**config.mk**
```make
export PLATFORM = sky130hd
export DESIGN_NAME = sw_debounce_sync
export DESIGN_NICKNAME = d
export VERILOG_FILES = /design/src/rtl/sw_debounce_sync.sv
export SDC_FILE = /design/constraint.sdc
export NUM_CORES = 1
export LEC_CHECK = 0
export ABC_AREA = 1
export CAP_MARGIN = 15
export CORE_ASPECT_RATIO = 0.8
export CORE_MARGIN = 2
export CORE_UTILIZATION = 30
export CTS_CLUSTER_SIZE = 16
export DETAILED_ROUTE_END_ITERATION = 10
export PLACE_DENSITY_LB_ADDON = 0.08
export SYNTH_ARGS = -nofsm -noshare
export SYNTH_HDL_FRONTEND = slang
export SYNTH_SLANG_ARGS = --single-unit
```
**constraint.sdc**
```tcl
create_clock -name clk -period 3.09 [get_ports clk]
set_input_delay 0.618 -clock clk [delete_from_list [all_inputs] [get_ports clk]]
set_output_delay 0.618 -clock clk [all_outputs]
set_load 0.005 [all_outputs]
```
**src/rtl/sw_debounce_sync.sv**
```systemverilog
// Multi-channel switch debouncer: two-flop synchronizer, per-channel stability counter,
// registered rise/fall pulses and a push-on/push-off toggle per channel.
module sw_debounce_sync #(
  parameter int unsigned N_CH  = 4,
  parameter int unsigned CNT_W = 32
) (
  input  logic             clk,
  input  logic             reset,
  input  logic [N_CH-1:0]  i_sw,
  input  logic [CNT_W-1:0] i_db_th,
  output logic [N_CH-1:0]  o_sw_level,
  output logic [N_CH-1:0]  o_rise,
  output logic [N_CH-1:0]  o_fall,
  output logic [N_CH-1:0]  o_sw_toggle
);

  // Flip point is eff_th-1; a zero threshold behaves like a threshold of one.
  logic [CNT_W-1:0] th_m1;

  always_comb begin
    th_m1 = '0;
    if (i_db_th != '0) th_m1 = i_db_th - CNT_W'(1);
  end

  for (genvar n = 0; n < N_CH; n++) begin : g_ch
    logic             sync1;
    logic             sync2;
    logic             stable;
    logic             rise;
    logic             fall;
    logic             tog;
    logic [CNT_W-1:0] cnt;

    // Counter clears on agreement and never wraps: >= forces the flip at the limit.
    always_ff @(posedge clk) begin
      if (reset) begin
        sync1  <= 1'b0;
        sync2  <= 1'b0;
        stable <= 1'b0;
        cnt    <= '0;
        rise   <= 1'b0;
        fall   <= 1'b0;
        tog    <= 1'b0;
      end else begin
        sync1 <= i_sw[n];
        sync2 <= sync1;
        rise  <= 1'b0;
        fall  <= 1'b0;
        if (sync2 == stable) begin
          cnt <= '0;
        end else if (cnt >= th_m1) begin
          stable <= sync2;
          cnt    <= '0;
          rise   <= sync2;
          fall   <= ~sync2;
          if (sync2) tog <= ~tog;
        end else begin
          cnt <= cnt + CNT_W'(1);
        end
      end
    end

    assign o_sw_level[n]  = stable;
    assign o_rise[n]      = rise;
    assign o_fall[n]      = fall;
    assign o_sw_toggle[n] = tog;
  end

endmodule

```
# Word level (Yosys, flattened, before mapping)

Cells that the tools add are included.

Register bits: 152
Input port bits: 38
Output and inout port bits: 16
Logic and storage cells: 75

Add/sub/neg operators: 5
Magnitude comparators: 4
Eq/ne operators: 4
Mux-type cells: 1
Bitwise logic cells: 16
Reduce and logical (&&, ||, !) cells: 17

Operators with widths:

| kind                                                                  | number |
|---|---|
| 32-bit by 1-bit adder with 32-bit output (second input constant)      | 4 |
| 32-bit greater-or-equal comparator                                    | 4 |
| 32-bit 2-to-1 mux                                                     | 1 |
| 32-bit nonzero test                                                   | 1 |
| 32-bit by 1-bit subtractor with 32-bit output (second input constant) | 1 |
| 3-bit OR reduction                                                    | 8 |
| 1-bit inverter                                                        | 16 |
| 3-bit AND reduction                                                   | 4 |
| 2-bit AND reduction                                                   | 4 |
| 1-bit == test                                                         | 4 |

# Depth between registers and ports, before layout

Gate-level depths: netlist (run 1).

Word-level depth: 5
Depth in mapped cells: 24

# Worst setup path after synthesis (run 1)

No wires, ideal clock.

Path kind: input to register
From: input port i_db_th[0]
To: register g_ch[1].cnt[21]
Setup time: 116 ps
Data arrival time: 3005 ps
Setup slack: -31 ps
Stages: 17
Path buffers: 1
Cells stage by stage: inv_1 > ha_1 > nand2_1 > nor2_4 > nand3_2 > nor4_4 > a21o_1 > nand3_1 > ha_1 > nand2_1 > nor2_1 > nand4_1 > a21oi_1 > nor2_1 > nand4_1 > buf_2 > nor2_2

Longest elaborated chain between the ends: 4
Elaborated cells on any way between the ends: 5
Those cells by class: 1 x add/sub; 1 x order compare; 1 x mux; 2 x reduce/logical

RTL lines:

| element                                                                                     | line | text |
|---|---|---|
| from (decl)                                                                                 | 10   | `input logic [CNT_W-1:0] i_db_th,` |
| 32-bit by 1-bit subtractor with 32-bit output / 32-bit nonzero test (equally long branches) | 22   | `if (i_db_th != '0) th_m1 = i_db_th - CNT_W'(1);` |
| 32-bit 2-to-1 mux (*)                                                                       | 22   |  |
| 32-bit greater-or-equal comparator (*)                                                      | 51   | `end else if (cnt >= th_m1) begin` |
| 3-bit OR reduction (no line) (*)                                                            | --   |  |
| to (signal assigned)                                                                        | 58   | `cnt <= cnt + CNT_W'(1);` |
| to (decl)                                                                                   | 32   | `logic [CNT_W-1:0] cnt;` |

Every way passes the cells marked *; elsewhere a longest branch is shown, timed or not.
A chain may end at the register's enable or synchronous reset.

# Worst setup path in the final report (run 1)

From: input port i_db_th[11]
To: register g_ch[3].cnt[30]

Longest elaborated chain between the ends: 4
Elaborated cells on any way between the ends: 5
Those cells by class: 1 x add/sub; 1 x order compare; 1 x mux; 2 x reduce/logical

RTL lines:

| element                                                                                     | line |
|---|---|
| 32-bit by 1-bit subtractor with 32-bit output / 32-bit nonzero test (equally long branches) | 22 |
| 32-bit 2-to-1 mux (*)                                                                       | 22 |
| 32-bit greater-or-equal comparator (*)                                                      | 51 |
| 3-bit OR reduction (no line) (*)                                                            | -- |
| to (signal assigned)                                                                        | 58 |
| to (decl)                                                                                   | 32 |

Marks and branches as above.

==> metrics.md, run 1 <==
| Metric | Value |
|---|---|
| Status | complete, but fails checks |
| Violated checks | negative setup slack |
| VDD IR max | 358 µV |
| Final core occ | 0.434 |
| Post-Syn Area | 11400 µm² |
| Critical path's largest stage delay | 0.23 ns |
| Hold path depth | 2 |
| Slew @ Worst Pin | 0.699 ns |
| CTS tree | yes |
| Worst Setup End Kind | flip-flop |
| Netlist cell types | 39 |
| Die H | 179 µm |
| Maxcap violations | 0 |
| First-pass GRT wire length | 60400 µm |
| DR WL/cell | 16.6 µm |
| Die area | 39700 µm² |
| Critical path class | primary input to flip-flop |
| P per Cell Area | 304 nW/µm² |
| Mux cell area share after synthesis | 0 |
| DP HPWL | 30200 µm |
| Worst slack, placed | -0.961 ns |
| Reg2reg end | g_ch[3].cnt[30]$_SDFF_PP0_ |
| Synth warn | 0 |
| Initial antenna violation count | 2 |
| First-pass DRT Iterations | 7 |
| Nets@finish | 2105 |
| Die X | 222 µm |
| Synthesized-area fraction occupied by adder cells | 0.151 |
| Synthesis-stage register bit count | 152 |
| Synth Flop Type | dfxtp_1 |
| Worst Hold End | g_ch[2].sync2$_SDFF_PP0_ |
| Comb power frac | 0.142 |
| Gpl congestion | 0.875 |
| CTS root buf | clkbuf_16 |
| IO buf count | 53 |
| Area grow syn2layout | 41.8% |
| Compound-cell area share of the yosys netlist | 0.0669 |
| Final WS setup | -0.0551 ns |
| Crit Path Max Fanout | 8 |
| Skew final | 0.0137 ns |
| Crit-path cells | buf_8 > inv_4 > nand2_4 > nor2_4 > inv_4 > nor2_4 > nand4_1 > nor2_4 > clkinvlp_4 > buf_12 > nand2_2 > buf_12 > ha_4 > nand2_1 > nor2_1 > nand2_1 > nor2_1 > nor2_1 > nand2_2 > nand2_2 > nand4_1 > buf_6 > clkbuf_16 > nor2_2 |
| Post-route DRC | 0 |
| Layout Cells excl Fill | 2429 |
| Cells after DPL | 2312 |
| Post-synth EDFFs | 0 |
| F_max | 318 MHz |
| Core area | 37400 µm² |
| Remaining antenna violation count | 0 |
| Clock Tree Buf Depth | 2 |
| GRT Util Overall | 0.201 |
| Via count of the routed design | 11500 |
| Setup tns final | -0.536 ns |
| Worst skew pair latency | 0.46 ns |
| CP Buf/Inv Count | 8 |
| Clock slew at reported path FFs | 0.06 ns |
| Vias in the first global route | 10700 |
| Leakage | 6.64 nW |
| Critical path data arrival time | 3.54 ns |
| Syn nets | 1843 |
| Hold Startpoint | g_ch[2].sync1$_SDFF_PP0_ |
| Initial core utilization | 0.306 |
| Reg-to-Reg Start | g_ch[3].cnt[29]$_SDFF_PP0_ |
| Antenna cells | 0 |
| Worst-case reg-to-reg path depth | 10 |
| Critical path's slowest cell | nor2_4 |
| Total grt overflow | 0 |
| WP data required | 3.48 ns |
| Synth Area in Simple Gates | 0.377 |
| Synth Area in XOR/XNOR | 0.0597 |
| Largest net degree at the start of global routing | 33 |
| Post-Route WL | 40300 µm |
| Num CTS Buffers | 17 |
| DRT iter0 DRCs | 534 |
| Switching share of power | 0.264 |
| Min-Delay Path Class | flip-flop to flip-flop |
| Hold-fix buffers, CTS | 0 |
| Layout cells sized above 1 | 0.301 |
| Cells after Synth | 1667 |
| R2R Setup Slk | 1.02 ns |
| Relative slew slack | 0.533 |
| Final critical-path share of the clock period | 1.02 |
| Share of flip-flops with an asynchronous set or reset | 0 |
| Cell-internal power | 0.00363 W |
| Htree depth | 4 |
| IO Pins | 54 |
| Min Tclk post-route | 3.15 ns |
| Main combinational cell family by area after synthesis | simple AND/OR/NAND/NOR gates |
| CP delay by family, top | simple AND/OR/NAND/NOR gates |
| Crit start category | primary input |
| Via density | 4.73 |
| Sequential share of the synthesized area | 0.266 |
| Flop pwr share | 0.399 |
| Cell Rows | 63 |
| Final setup vio count | 35 |
| RSZ-0062 raised after global routing | yes |
| CTS sink cnt | 152 |
| Fill count | 3934 |
| Clock Power Share | 0.459 |
| Final hold vios | 0 |
| Syn_area_per_cell | 6.87 µm² |
| Slew Viols, Final | 0 |
| Overall Power | 0.00494 W |
| Psw | 0.00130 W |
==> worst register-to-register path, stage by stage, from the launching register on <==
cell	delay (ns)
dfxtp_1	0.50
ha_4	0.27
a21oi_1	0.14
nor2_1	0.05
nor2_1	0.12
nand3_2	0.11
nor2_4	0.13
nand4_1	0.19
buf_6	0.22
clkbuf_16	0.17
nor2_2	0.09
==> through the flow <==
stage	hold WS, ns	instance area, µm²
after CTS	0.396	14800
after global routing	0.412	16200
after detailed placement	0.394	13500
final	0.397	16200
after floorplan	0.388	11500
after global placement	0.389	13500
==> flip-flops by register name, indices dropped and copies added (netlist names) <==
| name | cells |
|---|---|
| g_ch.cnt | 128 |
| g_ch.fall | 4 |
| g_ch.rise | 4 |
| g_ch.stable | 4 |
| g_ch.sync1 | 4 |
| g_ch.sync2 | 4 |
| g_ch.tog | 4 |
==> placed cells by master, fill, tap and decap left out, types with 38 or more instances in the layout <==
master	n
a21oi_1	62
a21oi_2	43
buf_4	174
dfxtp_1	152
ha_1	102
inv_1	166
nand2_1	341
nand2_2	41
nand3_1	64
nand4_1	56
nor2_1	218
nor2_2	50
nor2_4	38
xor2_1	41
==> area by class of cell <==
| type | count | area [µm²] | area share |
|---|---|---|---|
| multi-input cells | 1298 | 8710 | 0.537 |
| flip-flops and latches | 152 | 3040 | 0.187 |
| repair buffers | 274 | 2520 | 0.155 |
| inverters | 185 | 712 | 0.0439 |
| well taps | 487 | 609 | 0.0375 |
| clock buffers | 21 | 460 | 0.0284 |
| clock inverters | 11 | 161 | 0.00994 |
| repair inverters | 1 | 7.51 | 0.000463 |
==> timing repair <==
action,4_1_cts,5_1_grt
buffers inserted,52,30
hold endpoints to repair,0,0
gates resized for setup,169,282
gates cloned,4,5
pin swaps,50,50
setup endpoints to repair,144,144
==> logic make-up (layout without fill, tap and decap cells) <==
group           count (synthesis)  after routing
compound gates                142            142
xor+xnor                       78             78
fa+ha+maj                     138            138
buf+inv                       217            492
flops                         152            152
simple gates                  940            940
==> how the worst max path moves through the flow <==
stage / startpoint / to / slack [ns] / depth (start not counted)
final: i_db_th[11] / g_ch[3].cnt[30]$_SDFF_PP0_ / -0.06 / 24
after floorplan: i_db_th[0] / g_ch[1].cnt[0]$_SDFF_PP0_ / -0.001 / 17
after global placement: i_db_th[0] / g_ch[0].stable$_SDFFE_PP0P_ / -0.97 / 19
after CTS: i_db_th[22] / g_ch[3].cnt[14]$_SDFF_PP0_ / -0.01 / 19
after detailed placement: i_db_th[0] / g_ch[1].stable$_SDFFE_PP0P_ / -0.96 / 19
after global routing: i_db_th[11] / g_ch[3].cnt[30]$_SDFF_PP0_ / -0.27 / 24
==> Yosys cell counts, types with 5 or more instances <==
master | number | share of area
a21o_1 | 11 | 0.0072
a21oi_1 | 106 | 0.046
buf_2 | 11 | 0.0048
buf_4 | 16 | 0.010
dfxtp_1 | 152 | 0.27
ha_1 | 138 | 0.15
inv_1 | 182 | 0.060
nand2_1 | 384 | 0.13
nand2_2 | 9 | 0.0049
nand3_1 | 76 | 0.033
nand3_2 | 5 | 0.0044
nand4_1 | 56 | 0.031
nor2_1 | 275 | 0.090
nor2_2 | 18 | 0.0098
nor2_4 | 13 | 0.013
nor3_1 | 29 | 0.013
nor3_2 | 8 | 0.0070
nor4_1 | 10 | 0.0055
o211ai_1 | 5 | 0.0033
o21a_1 | 6 | 0.0039
o21ai_0 | 14 | 0.0061
or2_0 | 10 | 0.0055
or2_1 | 6 | 0.0033
or2_2 | 23 | 0.013
xnor2_1 | 37 | 0.028
xor2_1 | 41 | 0.031
==> power groups by stage <==
stage	registers (W)	logic, W	clock network (W)
floorplan	0.00201	0.000200	0
global placement	0.00201	0.000499	0
detailed placement	0.00201	0.000501	0
CTS	0.00197	0.000564	0.00234
global route	0.00197	0.000760	0.00241
finish	0.00197	0.000701	0.00227
==> layer usage <==
metal  share of wire  vias to the layer above  GRT usage
met5               0                        -          0
met4           0.017                        0     0.0551
met3           0.035                       40     0.0267
met2            0.46                      154      0.330
met1            0.49                     5337      0.278
li1                -                     5953          -
(Power assumes the default switching activity.)
==> run 2: changes to the inputs <==
- CORE_MARGIN: 2 -> 8
- CORE_UTILIZATION: 30 -> 45
==> run 2 against run 1 <==
  * Flip-flop and latch count stayed put
  * Critical path type unchanged
  * Combinational power hardly changed
  * Total power is 0.94% higher
  * Clock-buffer cell count stayed put
  * Maximum frequency is 0.51% lower
  * The flow still finishes with violations (negative setup slack)
  * Critical endpoint is now g_ch[1].cnt[12]$_SDFF_PP0_
==> metrics.md, run 2 (synthesis gave the netlist of run 1 again) <==
| Metric | Value |
|---|---|
| Status | complete, but fails checks |
| Violated checks | negative setup slack |
| Fill count | 2108 (-46%) |
| Worst setup path startpoint | i_db_th[13] |
| Final setup vio count | 53 (+51%) |
| Min Tclk post-route | 3.16 ns (+0.0162 ns) |
| Post-route DRC | 0 (unchanged) |
| Die H | 159 µm (-11%) |
| Hold-fix buffers, CTS | 0 (unchanged) |
| Largest register FFs | 128 (unchanged) |
| Critical path's slowest cell | nor4_4 |
| Crit Path Max Fanout | 8 (unchanged) |
| IO Pins | 54 (unchanged) |
| CTS tree | yes |
| Area grow syn2layout | 43.0% |
| Via density | 5.26 (+11%) |
| P per Cell Area | 304 nW/µm² (+0.10%) |
| Leakage | 6.78 nW (+2.1%) |
| Vias in the first global route | 11300 (+5.5%) |
| WP data required | 3.47 ns (about the same) |
| F_max | 316 MHz (-0.51%) |
| Worst skew pair latency | 0.44 ns (-0.02 ns) |
| Clock Tree Buf Depth | 2 (unchanged) |
| Layout cells sized above 1 | 0.321 (+0.0198) |
| Critical path data arrival time | 3.54 ns (about the same) |
| Commonest non-fill, non-tap cell in the layout | nand2_1 |
| Final critical-path share of the clock period | 1.02 (+0.00524) |
| Die X | 194 µm (-13%) |
| RSZ-0062 raised after global routing | yes |
| Cell Rows | 52 (-17%) |
| DRT iter0 DRCs | 807 (+51%) |
| Htree depth | 4 (unchanged) |
| Layout Cells excl Fill | 2277 (-6.3%) |
| First-pass GRT wire length | 58900 µm (-2.6%) |
| Final hold vios | 0 (unchanged) |
| Final WS setup | -0.0713 ns (-0.0162 ns) |
| GRT Util Overall | 0.242 (+0.0408) |
| Slew Viols, Final | 0 (unchanged) |
| Core area | 25200 µm² (-33%) |
| Antenna cells | 0 (unchanged) |
| Nets@finish | 2116 (+0.52%) |
| DP HPWL | 27800 µm (-7.8%) |
| Critical path's largest stage delay | 0.28 ns (+0.05 ns) |
| Gpl congestion | 0.949 (+8.5%) |
| CTS root buf | clkbuf_16 |
| Clock slew at reported path FFs | 0.06 ns (about the same) |
| CP Buf/Inv Count | 9 (+1) |
| Num CTS Buffers | 17 (unchanged) |
| Maxcap violations | 0 (unchanged) |
| Hold Startpoint | g_ch[0].sync1$_SDFF_PP0_ |
| Slew @ Worst Pin | 0.566 ns (-0.134 ns) |
| Initial core utilization | 0.455 (+0.148) |
| Cells after DPL | 2152 (-6.9%) |
| Final core occ | 0.650 (+0.216) |
| Via count of the routed design | 12000 (+4.3%) |
| Total grt overflow | 0 (unchanged) |
| Critical path class | primary input to flip-flop |
| Relative slew slack | 0.622 (+0.0892) |
| VDD IR max | 396 µV (+11%) |
| Post-Route WL | 38500 µm (-4.5%) |
| Die area | 30800 µm² (-22%) |
| Skew final | 0.00922 ns (-0.00448 ns) |
| Crit start category | primary input |
| First-pass DRT Iterations | 5 (-2) |
| Largest reg by FF count | g_ch.cnt |
| Remaining antenna violation count | 0 (unchanged) |
| CP delay by family, top | simple AND/OR/NAND/NOR gates |
| DR WL/cell | 16.9 µm (+1.9%) |
| Crit-path cells | buf_4 > nor2_4 > inv_1 > nor2_2 > inv_2 > nor4_4 > nand4_1 > buf_4 > buf_6 > o211ai_1 > buf_4 > buf_6 > ha_4 > nand2_2 > nor2_2 > nand4_1 > a21oi_1 > nor2_1 > nand4_1 > buf_6 > clkbuf_16 > a21oi_1 |
| Worst Setup End Kind | flip-flop |
| Largest net degree at the start of global routing | 33 (unchanged) |
| Min-Delay Path Class | flip-flop to flip-flop |
| Most frequent cells in the layout | nand2_1 (343), nor2_1 (201), inv_1 (168), buf_4 (167), dfxtp_1 (152) |
| IO buf count | 53 (unchanged) |
| Reg-to-Reg Start | g_ch[2].cnt[10]$_SDFF_PP0_ |
| Initial antenna violation count | 0 (-2) |
| CTS sink cnt | 152 (unchanged) |
| Hold_ws | 0.402 ns (+0.00571 ns) |
run 2: changes by cell type in the layout (fill, tap and decap cells not counted), sizes merged:
cell / delta
bufinv: +1
buf: +18
clkbuf: -7
dlygate4sd2: -2
clkinvlp: +2
inv: -2
dlymetal6s2s: +1
run 2: per-layer routing:
metal / wire (µm) / global-route usage
met5: 0 / 0
met4: 1140 / 0.0766
met3: 1980 / 0.0389
met2: 17800 / 0.403
met1: 17600 / 0.319
run 2: area by class of cell:
| class | instances | area [µm²] | share of cell area |
|---|---|---|---|
| tap | 324 | 405 | 0.0248 |
| clock inverter | 11 | 169 | 0.0103 |
| multi-input combinational | 1298 | 8870 | 0.542 |
| timing repair buffer | 284 | 2660 | 0.163 |
| inverter | 185 | 724 | 0.0443 |
| clock buffer | 21 | 480 | 0.0294 |
| sequential | 152 | 3040 | 0.186 |
| timing repair inverter | 2 | 17.5 | 0.00107 |
run 2: timing repair:
action | 4_1_cts | 5_1_grt
setup endpoints to repair | 144 | 144
gates resized for setup | 274 | 257
pin swaps | 70 | 60
buffers inserted | 70 | 19
gates cloned | 8 | 5
run 2: final timing paths:
kind | to | slack [ns] | cells past startpoint
hold / removal | g_ch[0].sync2$_SDFF_PP0_ | 0.40 | 2
setup / recovery | g_ch[1].cnt[12]$_SDFF_PP0_ | -0.07 | 22
hold reg to reg | g_ch[0].sync2$_SDFF_PP0_ | 0.40 | 2
setup reg to reg | g_ch[2].cnt[15]$_SDFF_PP0_ | 0.97 | 16
run 2: tightest hold or removal path, stage by stage, from the launching register on:
cell and delay (ns):
dfxtp_1 0.30, inv_1 0.04, nor2_1 0.03
run 2: power by group:
part	internal (W)	total, W	switching [W]
Clock	0.00144	0.00231	0.000879
Combinational	0.000337	0.000700	0.000363
Sequential	0.00197	0.00197	0.00000372
run 2: stage by stage:
stage | TNS [ns] | cell area, µm² | setup slack (ns) | power, W
after floorplan | -0.00188 | 11500 | -0.00149 | 0.00221
after global placement | -123.58 | 13300 | -0.910 | 0.00249
after detailed placement | -123.72 | 13300 | -0.938 | 0.00250
after CTS | -0.396 | 15300 | -0.0354 | 0.00490
after global routing | -12.75 | 16400 | -0.207 | 0.00514
final | -1.49 | 16400 | -0.0713 | 0.00498
